$ cat src/rtl/wbxbc_arb_pkg.sv
// Shared helpers for the pipelined Wishbone arbiter: sizing, grant sanity
// check and the round-robin pick used by the selector.
package wbxbc_arb_pkg;
  localparam int MAX_ITR = 16;
  localparam int MAX_IDX_W = 4;

  function automatic int clog2(input int v);
    int r;
    r = 0;
    while ((1 << r) < v) r++;
    return r;
  endfunction

  function automatic logic is_onehot0(input logic [MAX_ITR-1:0] v);
    return (v & (v - 1'b1)) == '0;
  endfunction

  // First requester strictly after 'last', wrapping within n initiators.
  function automatic logic [MAX_ITR-1:0] rr_pick(input logic [MAX_ITR-1:0] req,
                                                 input int n, input int last);
    logic [MAX_ITR-1:0] g;
    logic found;
    int idx;
    logic [MAX_IDX_W-1:0] i4;
    g = '0;
    found = 1'b0;
    for (int k = 1; k <= MAX_ITR; k++) begin
      idx = (last + k) % n;
      i4 = idx[MAX_IDX_W-1:0];
      if (k <= n && !found && req[i4]) begin
        g[i4] = 1'b1;
        found = 1'b1;
      end
    end
    return g;
  endfunction
endpackage

$ cat src/rtl/wbxbc_rr_sel.sv
// Combinational round-robin selector: next one-hot grant and its index.
module wbxbc_rr_sel
  import wbxbc_arb_pkg::*;
#(
  parameter int N  = 4,
  parameter int LW = 2
) (
  input  logic [N-1:0]  req,
  input  logic [LW-1:0] last,
  output logic [N-1:0]  gnt,
  output logic [LW-1:0] gnt_idx
);
  logic [MAX_ITR-1:0] pick;

  always_comb begin
    pick    = rr_pick(MAX_ITR'(req), N, int'(last));
    gnt     = pick[N-1:0];
    gnt_idx = '0;
    for (int i = 0; i < N; i++)
      if (pick[i]) gnt_idx = LW'(i);
  end
endmodule

$ cat src/rtl/wbxbc_pipe_arb.sv
// Round-robin arbiter sharing one pipelined Wishbone target among ITR_CNT
// initiators, with a cap on accepted-but-unterminated requests.
module wbxbc_pipe_arb
  import wbxbc_arb_pkg::*;
#(
  parameter int ITR_CNT   = 4,
  parameter int ADR_WIDTH = 16,
  parameter int DAT_WIDTH = 16,
  parameter int SEL_WIDTH = 2,
  parameter int MAX_OUT   = 4
) (
  input  logic                           clk_i,
  input  logic                           sync_rst_i,
  input  logic [ITR_CNT-1:0]             itr_cyc_i,
  input  logic [ITR_CNT-1:0]             itr_stb_i,
  input  logic [ITR_CNT-1:0]             itr_we_i,
  input  logic [ITR_CNT-1:0]             itr_lock_i,
  input  logic [ITR_CNT*SEL_WIDTH-1:0]   itr_sel_i,
  input  logic [ITR_CNT*ADR_WIDTH-1:0]   itr_adr_i,
  input  logic [ITR_CNT*DAT_WIDTH-1:0]   itr_dat_i,
  output logic [ITR_CNT-1:0]             itr_ack_o,
  output logic [ITR_CNT-1:0]             itr_err_o,
  output logic [ITR_CNT-1:0]             itr_rty_o,
  output logic [ITR_CNT-1:0]             itr_stall_o,
  output logic [DAT_WIDTH-1:0]           itr_dat_o,
  output logic                           tgt_cyc_o,
  output logic                           tgt_stb_o,
  output logic                           tgt_we_o,
  output logic                           tgt_lock_o,
  output logic [SEL_WIDTH-1:0]           tgt_sel_o,
  output logic [ADR_WIDTH-1:0]           tgt_adr_o,
  output logic [DAT_WIDTH-1:0]           tgt_dat_o,
  input  logic                           tgt_ack_i,
  input  logic                           tgt_err_i,
  input  logic                           tgt_rty_i,
  input  logic                           tgt_stall_i,
  input  logic [DAT_WIDTH-1:0]           tgt_dat_i
);
  localparam int LW = clog2(ITR_CNT);
  localparam int CW = clog2(MAX_OUT + 1);

  logic [ITR_CNT-1:0] gnt_reg, nxt_gnt;
  logic [LW-1:0]      last_reg, nxt_idx;
  logic [CW-1:0]      out_cnt;

  logic owned, cap, has_out, accept, term, release_own;
  logic own_cyc, own_stb, own_we, own_lock;
  logic [SEL_WIDTH-1:0] own_sel;
  logic [ADR_WIDTH-1:0] own_adr;
  logic [DAT_WIDTH-1:0] own_dat;

  wbxbc_rr_sel #(.N(ITR_CNT), .LW(LW)) u_sel (
    .req     (itr_cyc_i),
    .last    (last_reg),
    .gnt     (nxt_gnt),
    .gnt_idx (nxt_idx)
  );

  // AND-OR mux on the one-hot grant; everything reads zero while idle.
  always_comb begin
    own_cyc  = |(gnt_reg & itr_cyc_i);
    own_stb  = |(gnt_reg & itr_stb_i);
    own_we   = |(gnt_reg & itr_we_i);
    own_lock = |(gnt_reg & itr_lock_i);
    own_sel  = '0;
    own_adr  = '0;
    own_dat  = '0;
    for (int i = 0; i < ITR_CNT; i++) begin
      if (gnt_reg[i]) begin
        own_sel = own_sel | itr_sel_i[i*SEL_WIDTH +: SEL_WIDTH];
        own_adr = own_adr | itr_adr_i[i*ADR_WIDTH +: ADR_WIDTH];
        own_dat = own_dat | itr_dat_i[i*DAT_WIDTH +: DAT_WIDTH];
      end
    end
  end

  assign owned       = |gnt_reg;
  assign cap         = (out_cnt == CW'(MAX_OUT));
  assign has_out     = (out_cnt != '0);
  assign release_own = owned & ~own_cyc & ~own_lock;

  assign tgt_cyc_o  = own_cyc;
  assign tgt_stb_o  = own_stb & ~cap;
  assign tgt_we_o   = own_we;
  assign tgt_lock_o = own_lock;
  assign tgt_sel_o  = own_sel;
  assign tgt_adr_o  = own_adr;
  assign tgt_dat_o  = own_dat;

  assign accept = tgt_cyc_o & tgt_stb_o & ~tgt_stall_i;
  assign term   = (tgt_ack_i | tgt_err_i | tgt_rty_i) & has_out;

  // Terminations with nothing outstanding are strays and go nowhere.
  assign itr_ack_o   = gnt_reg & {ITR_CNT{tgt_ack_i & has_out}};
  assign itr_err_o   = gnt_reg & {ITR_CNT{tgt_err_i & has_out}};
  assign itr_rty_o   = gnt_reg & {ITR_CNT{tgt_rty_i & has_out}};
  assign itr_stall_o = ~gnt_reg | {ITR_CNT{tgt_stall_i | cap}};
  assign itr_dat_o   = tgt_dat_i;

  always_ff @(posedge clk_i) begin
    if (sync_rst_i) begin
      gnt_reg  <= '0;
      last_reg <= LW'(ITR_CNT - 1);
      out_cnt  <= '0;
    end else if (!owned) begin
      if (|itr_cyc_i) begin
        gnt_reg  <= nxt_gnt;
        last_reg <= nxt_idx;
      end
    end else if (release_own) begin
      gnt_reg <= '0;
      out_cnt <= '0;
    end else begin
      out_cnt <= out_cnt + CW'(accept) - CW'(term);
    end
  end

  always_ff @(posedge clk_i)
    if (!sync_rst_i) assert (is_onehot0(MAX_ITR'(gnt_reg)));
endmodule
$ cat config.mk
export PLATFORM = sky130hd
export DESIGN_NAME = wbxbc_pipe_arb
export DESIGN_NICKNAME = d
export VERILOG_FILES = /design/src/rtl/wbxbc_arb_pkg.sv /design/src/rtl/wbxbc_rr_sel.sv /design/src/rtl/wbxbc_pipe_arb.sv
export SDC_FILE = /design/constraint.sdc
export NUM_CORES = 1
export LEC_CHECK = 0
export CAP_MARGIN = 40
export CORE_AREA = 2 2 95 97
export DETAILED_ROUTE_END_ITERATION = 16
export DIE_AREA = 0 0 97 99
export PLACE_DENSITY_LB_ADDON = 0.25
export SETUP_SLACK_MARGIN = 0.4
export SYNTH_ARGS = -nofsm -noshare
export SYNTH_HDL_FRONTEND = slang
export SYNTH_HIERARCHICAL = 1
export SYNTH_SLANG_ARGS = --single-unit
$ cat constraint.sdc
create_clock -name clk_i -period 4.5 [get_ports clk_i]
set_input_delay 0.9 -clock clk_i [delete_from_list [all_inputs] [get_ports clk_i]]
set_output_delay 0.9 -clock clk_i [all_outputs]
set_load 0.03 [all_outputs]
## Yosys cells after proc, flatten, opt, wreduce, memory -nomap -nowiden

Index checks and enable logic that the tools add are counted.

| storage, ports and cells | value |
|---|---|
| register bits | 9 |
| input port bits | 174 |
| output and inout port bits | 70 |
| logic and storage cells | 127 |

| operators by class | value |
|---|---|
| $add $sub $neg | 6 |
| $lt $le $gt $ge | 8 |
| equality and inequality tests | 2 |
| multiplexer cells | 42 |
| bitwise operators | 42 |
| reduce and logical (&&, ||, !) cells | 24 |

Operators with widths:

| cell | number |
|---|---|
| two-way mux 16 bit | 8 |
| bitwise OR 16 bit | 6 |
| bitwise AND 4 bit | 7 |
| two-way mux 4 bit | 7 |
| OR reduction 4 bit | 6 |
| < comparator 4 x 5 -> 1 bit, second input constant | 4 |
| greater-or-equal comparator 4 x 1 -> 1 bit, second input constant | 4 |
| bitwise OR 4 bit | 4 |
| binary-select mux 1 bit (select 3 bit) | 4 |
| demux 1 bit (select 3 bit) | 4 |
| two-way mux 1 bit | 12 |
| two-way mux 2 bit | 6 |
| bitwise AND 1 bit | 9 |
| OR reduction 2 bit | 4 |
| logical AND 1 bit | 7 |
| bitwise OR 2 bit | 3 |
| inverter 1 bit | 5 |
| adder 2 x 1 -> 2 bit, second input constant | 2 |
| adder 2 bit, second input constant | 2 |
| bitwise AND 1 bit, first input constant | 4 |
| inverter 4 bit | 1 |
| AND reduction 2 bit | 2 |
| adder 3 x 1 -> 3 bit | 1 |
| equality test 3 bit, second input constant | 1 |
| other kinds (7) | 11 |

## Longest topological paths before layout

| depth | value |
|---|---|
| depth in word-level cells | 18 |
| mapped depth | 12 |
| mapped depth without buffers | 11 |

## By module

The synthesis kept the hierarchy.

By module, submodules not included:

| module | times used | cells each | area an instance (um^2) | sequential area each (um^2) |
|---|---|---|---|---|
| wbxbc_pipe_arb | 1 | 211 | 1470.2 | 180.2 |
| wbxbc_rr_sel | 1 | 36 | 362.8 | 0.0 |

## Least setup slack after synthesis

Ideal clock, no wire load.

| path | value |
|---|---|
| path kind | input -> register |
| from | in itr_cyc_i[0] |
| to | reg out_cnt[2] |
| library setup time | 129 ps |
| arrival | 2679 ps |
| data required time | 4371 ps |
| slack | 1692 ps |
| stages on the path | 11 |
| path buffers | 0 |
| path through | a22oi_1 nand2_1 o211ai_1 ha_1 inv_1 ha_1 fa_1 xor2_1 nor2_1 xnor2_1 nor3_1 |

| between the ends | value |
|---|---|
| cells in the longest elaborated chain, start to end | 7 |
| elaborated cells on any way between the ends | 10 |
| classes of those cells | add/sub (2); mux (1); bitwise (6); reduce/logical (1) |

RTL lines:

| element | line | text |
|---|---|---|
| from (decl) | wbxbc_pipe_arb.sv:14 | `input logic [ITR_CNT-1:0] itr_cyc_i,` |
| bitwise AND 4 bit * | wbxbc_pipe_arb.sv:61 | `own_cyc = \|(gnt_reg & itr_cyc_i);` |
| OR reduction 4 bit * | wbxbc_pipe_arb.sv:61 |  |
| named net tgt_cyc_o | wbxbc_pipe_arb.sv:26 | `output logic tgt_cyc_o,` |
| bitwise AND 1 bit (2 in series) | wbxbc_pipe_arb.sv:90 | `assign accept = tgt_cyc_o & tgt_stb_o & ~tgt_stall_i;` |
| adder 3 x 1 -> 3 bit | wbxbc_pipe_arb.sv:114 | `out_cnt <= out_cnt + CW'(accept) - CW'(term);` |
| subtractor 3 x 1 -> 3 bit | wbxbc_pipe_arb.sv:114 |  |
| two-way mux 3 bit * | wbxbc_pipe_arb.sv:110 | `end else if (release_own) begin` |
| to (signal assigned) | wbxbc_pipe_arb.sv:114 |  |
| to (decl) | wbxbc_pipe_arb.sv:44 | `logic [CW-1:0] out_cnt;` |

Mark *: on every way through the listed nets, which the timed path passes. The rest lies on a longest branch.
A chain may end at the register's enable or synchronous reset.

## Worst setup path after layout

| path | value |
|---|---|
| from | in itr_stb_i[2] |
| to | out tgt_stb_o |

| between the ends | value |
|---|---|
| cells in the longest elaborated chain, start to end | 3 |

RTL lines:

| element | line | text |
|---|---|---|
| from (decl) | wbxbc_pipe_arb.sv:15 | `input logic [ITR_CNT-1:0] itr_stb_i,` |
| bitwise AND 4 bit | wbxbc_pipe_arb.sv:62 | `own_stb = \|(gnt_reg & itr_stb_i);` |
| OR reduction 4 bit | wbxbc_pipe_arb.sv:62 |  |
| bitwise AND 1 bit | wbxbc_pipe_arb.sv:83 | `assign tgt_stb_o = own_stb & ~cap;` |
| to (decl) | wbxbc_pipe_arb.sv:27 | `output logic tgt_stb_o,` |

Every way passes these cells.

==> results.py <==
metrics = {
    "run_status": {
        "status": "finished clean",
    },
    "clock_network": {
        "worst_skew_pair.late_latency_ns": 0.23,
        "root_buffer": "clkbuf_8",
        "post_cts_buffers": 0,
        "cts_tree": "done",
        "clockBufferDepth": 2,
        "path_clk_slew_ns": 0.05,
        "cts.repair.resized": 0,
        "ctsHoldBuffers": 0,
        "cts.sinks": 9,
        "cts.htree.levels": 1,
        "cts_buffers": 3,
    },
    "final_layout": {
        "largest_register_ffs": 4,
        "area_delta_synth_final_pct": 119,
        "layout_common_cells": "211 x clkdlybuf4s50_1, 74 x a22oi_1, 49 x nand2_1",
        "drive_above_1_share_pct": 5.14,
        "regArea_um2": 185,
        "final_common_cell": "clkdlybuf4s50_1",
        "multiInputGateArea_um2": 1400,
        "nFillCells": 859,
        "final_net_count": 614,
        "fin_area_um2": 4020,
    },
    "pwr": {
        "ir_drop_v": 0.000281,
        "powerDensity_nw_per_um2": 617,
        "leakage_nw": 1.63,
    },
    "yosys": {
        "ys_warn_count": 6,
        "ys_async_sr_fraction_pct": 0,
        "ys_seq_area_share_pct": 9.83,
        "syn_area_per_cell_um2": 7.42,
        "syn_area_um2": 1830,
        "synth_fp_nets": 432,
        "yosysUniqueCellTypes": 36,
        "synth-edff-count": 0,
        "netlist.area_leader.share_pct": 30.3,
        "ys_seq_elements": 9,
        "synth_top_area_cell": "a22oi_1",
        "synthFlopType": "dfxtp_1",
        "synth_area_leaders": "a22oi_1 30%, nand2_1 10%, dfxtp_1 9.8%, ha_1 6.8%, buf_4 6.6%",
        "syn_inst": 247,
    },
    "route": {
        "drcViolationCount": 0,
        "wl_um": 10000,
        "vias": 2711,
        "viasPerCell": 5.05,
        "wl_per_cell_um": 18.7,
        "ant_nets": 0,
        "drt_iter0_markers": 125,
        "drt-pass1-iter-count": 4,
    },
    "placed_design": {
        "place_area_um2": 3970,
        "place_ws_ns": 1.11,
        "dp_hpwl_um": 8060,
        "place_congestion": 0.813,
        "io_buffers": 211,
    },
    "floorplanning": {
        "die_h_um": 99,
        "core_um2": 8550,
        "row_count": 34,
        "die_w_um": 97,
        "io_pins": 244,
        "start_util_pct": 21.4,
        "die-area_um2": 9600,
    },
    "timing": {
        "post-route-period-util_pct": 75.6,
        "hold_violations": 0,
        "setup_viol_count_final": 0,
        "drv_slew": 0,
        "max_slew_margin_pct": 61.6,
        "setup_tns_ns": 0,
        "worst_pin_slew_ns": 0.569,
        "fmax_mhz": 294,
        "layout_setup_ws_ns": 1.10,
        "rsz0062_at_grt": "no",
        "clock_skew_ns": 0.00263,
        "period_needed_ns": 3.40,
    },
    "worst_hold_path": {
        "hold_path_end": "out_cnt[0]",
        "hp-class": "reg2reg",
        "whs_path_depth": 2,
        "hp-start": "out_cnt[0]",
    },
    "worst_setup_path": {
        "cp.required_ns": 3.60,
        "worst_setup_path_start_kind": "input pin",
        "reg2reg_to": "last_reg[1]",
        "regToRegSetupSlack_ns": 1.48,
        "setup.worst_path.class": "in2out",
        "reg2reg_from": "last_reg[0]",
        "critPathCaptureType": "primary output",
        "cp_max_fo": 2,
        "rr_worst_depth": 9,
        "cp.arrival_ns": 2.50,
    },
    "flow_run": {
        "cap_violations": 0,
    },
    "grt": {
        "overflow": 0,
        "track_usage_pct": 19.1,
        "grt_pass1_vias": 2635,
        "grt_pass1_wl_um": 14800,
        "antenna_found_initial": 1,
        "grt_max_degree": 28,
    },
}
worst max-delay path, stage by stage:
cell,delay (ns)
clkdlybuf4s50_1,0.46
a22o_1,0.26
nor2_1,0.08
a21oi_1,0.12
clkdlybuf4s50_1,0.68
cell usage after synthesis (all sizes together), types with 2 or more instances:
library cell  instances
clkbuf               13
mux2i                 2
mux4                  4
o21ai                 4
inv                   8
a211o                 2
a21oi                 2
and3                 12
nor3                  4
a22o                  6
a22oi                74
nand2                49
buf                  25
nor2                  6
dfxtp                 9
a221o                 3
ha                   10
how the worst max path moves through the flow:
stage                 start          to  slack, ns  depth (start not counted)
2_1_floorplan  itr_cyc_i[0]  out_cnt[2]       1.69                         11
3_3_place_gp   itr_stb_i[2]   tgt_stb_o       1.10                          5
3_5_place_dp   itr_stb_i[2]   tgt_stb_o       1.11                          5
4_1_cts        itr_stb_i[2]   tgt_stb_o       1.09                          5
5_1_grt        itr_stb_i[2]   tgt_stb_o       1.01                          5
6_report       itr_stb_i[2]   tgt_stb_o       1.10                          5
cells by family after synthesis:
group / after synthesis / share of synthesized area (%)
buffers and inverters: 46 / 13.7
adders and majority gates: 11 / 7.92
xor gates and xnor gates: 2 / 0.956
and+or+nand+nor: 76 / 20.4
DFF: 9 / 9.83
muxes: 6 / 6.42
AOI/OAI and AO/OA: 97 / 40.8
per-layer routing:
layer	global-route usage (%)	wire length, um
met5	0	0
met3	6.88	1040
met1	22.6	3850
met4	4.44	204
met2	33.1	4930
report_power, final:
part,switching (mW),internal [mW]
Combinational,1.17,0.963
Sequential,0.143,0.110
Clock,0.0306,0.0616
Total,1.34,1.13
through the flow:
stage	utilization [%]	power (mW)	instances	hold WS [ns]
finish	47.0	2.48	537	0.565
global placement	45.2	2.31	528	0.563
floorplan	-	1.50	247	0.527
global route	47.0	2.65	537	0.582
CTS	46.9	2.51	536	0.570
detailed placement	46.4	2.40	532	0.564
final cells by class:
class	instances	area share, %
Timing Repair Buffer	215	55.2
Multi-Input combinational cell	192	34.9
Sequential cell	9	4.61
Tap cell	108	3.37
Clock buffer	4	1.12
Inverter	8	0.748
Antenna cell	1	0.0623
Power figures use the tool's default switching activity.
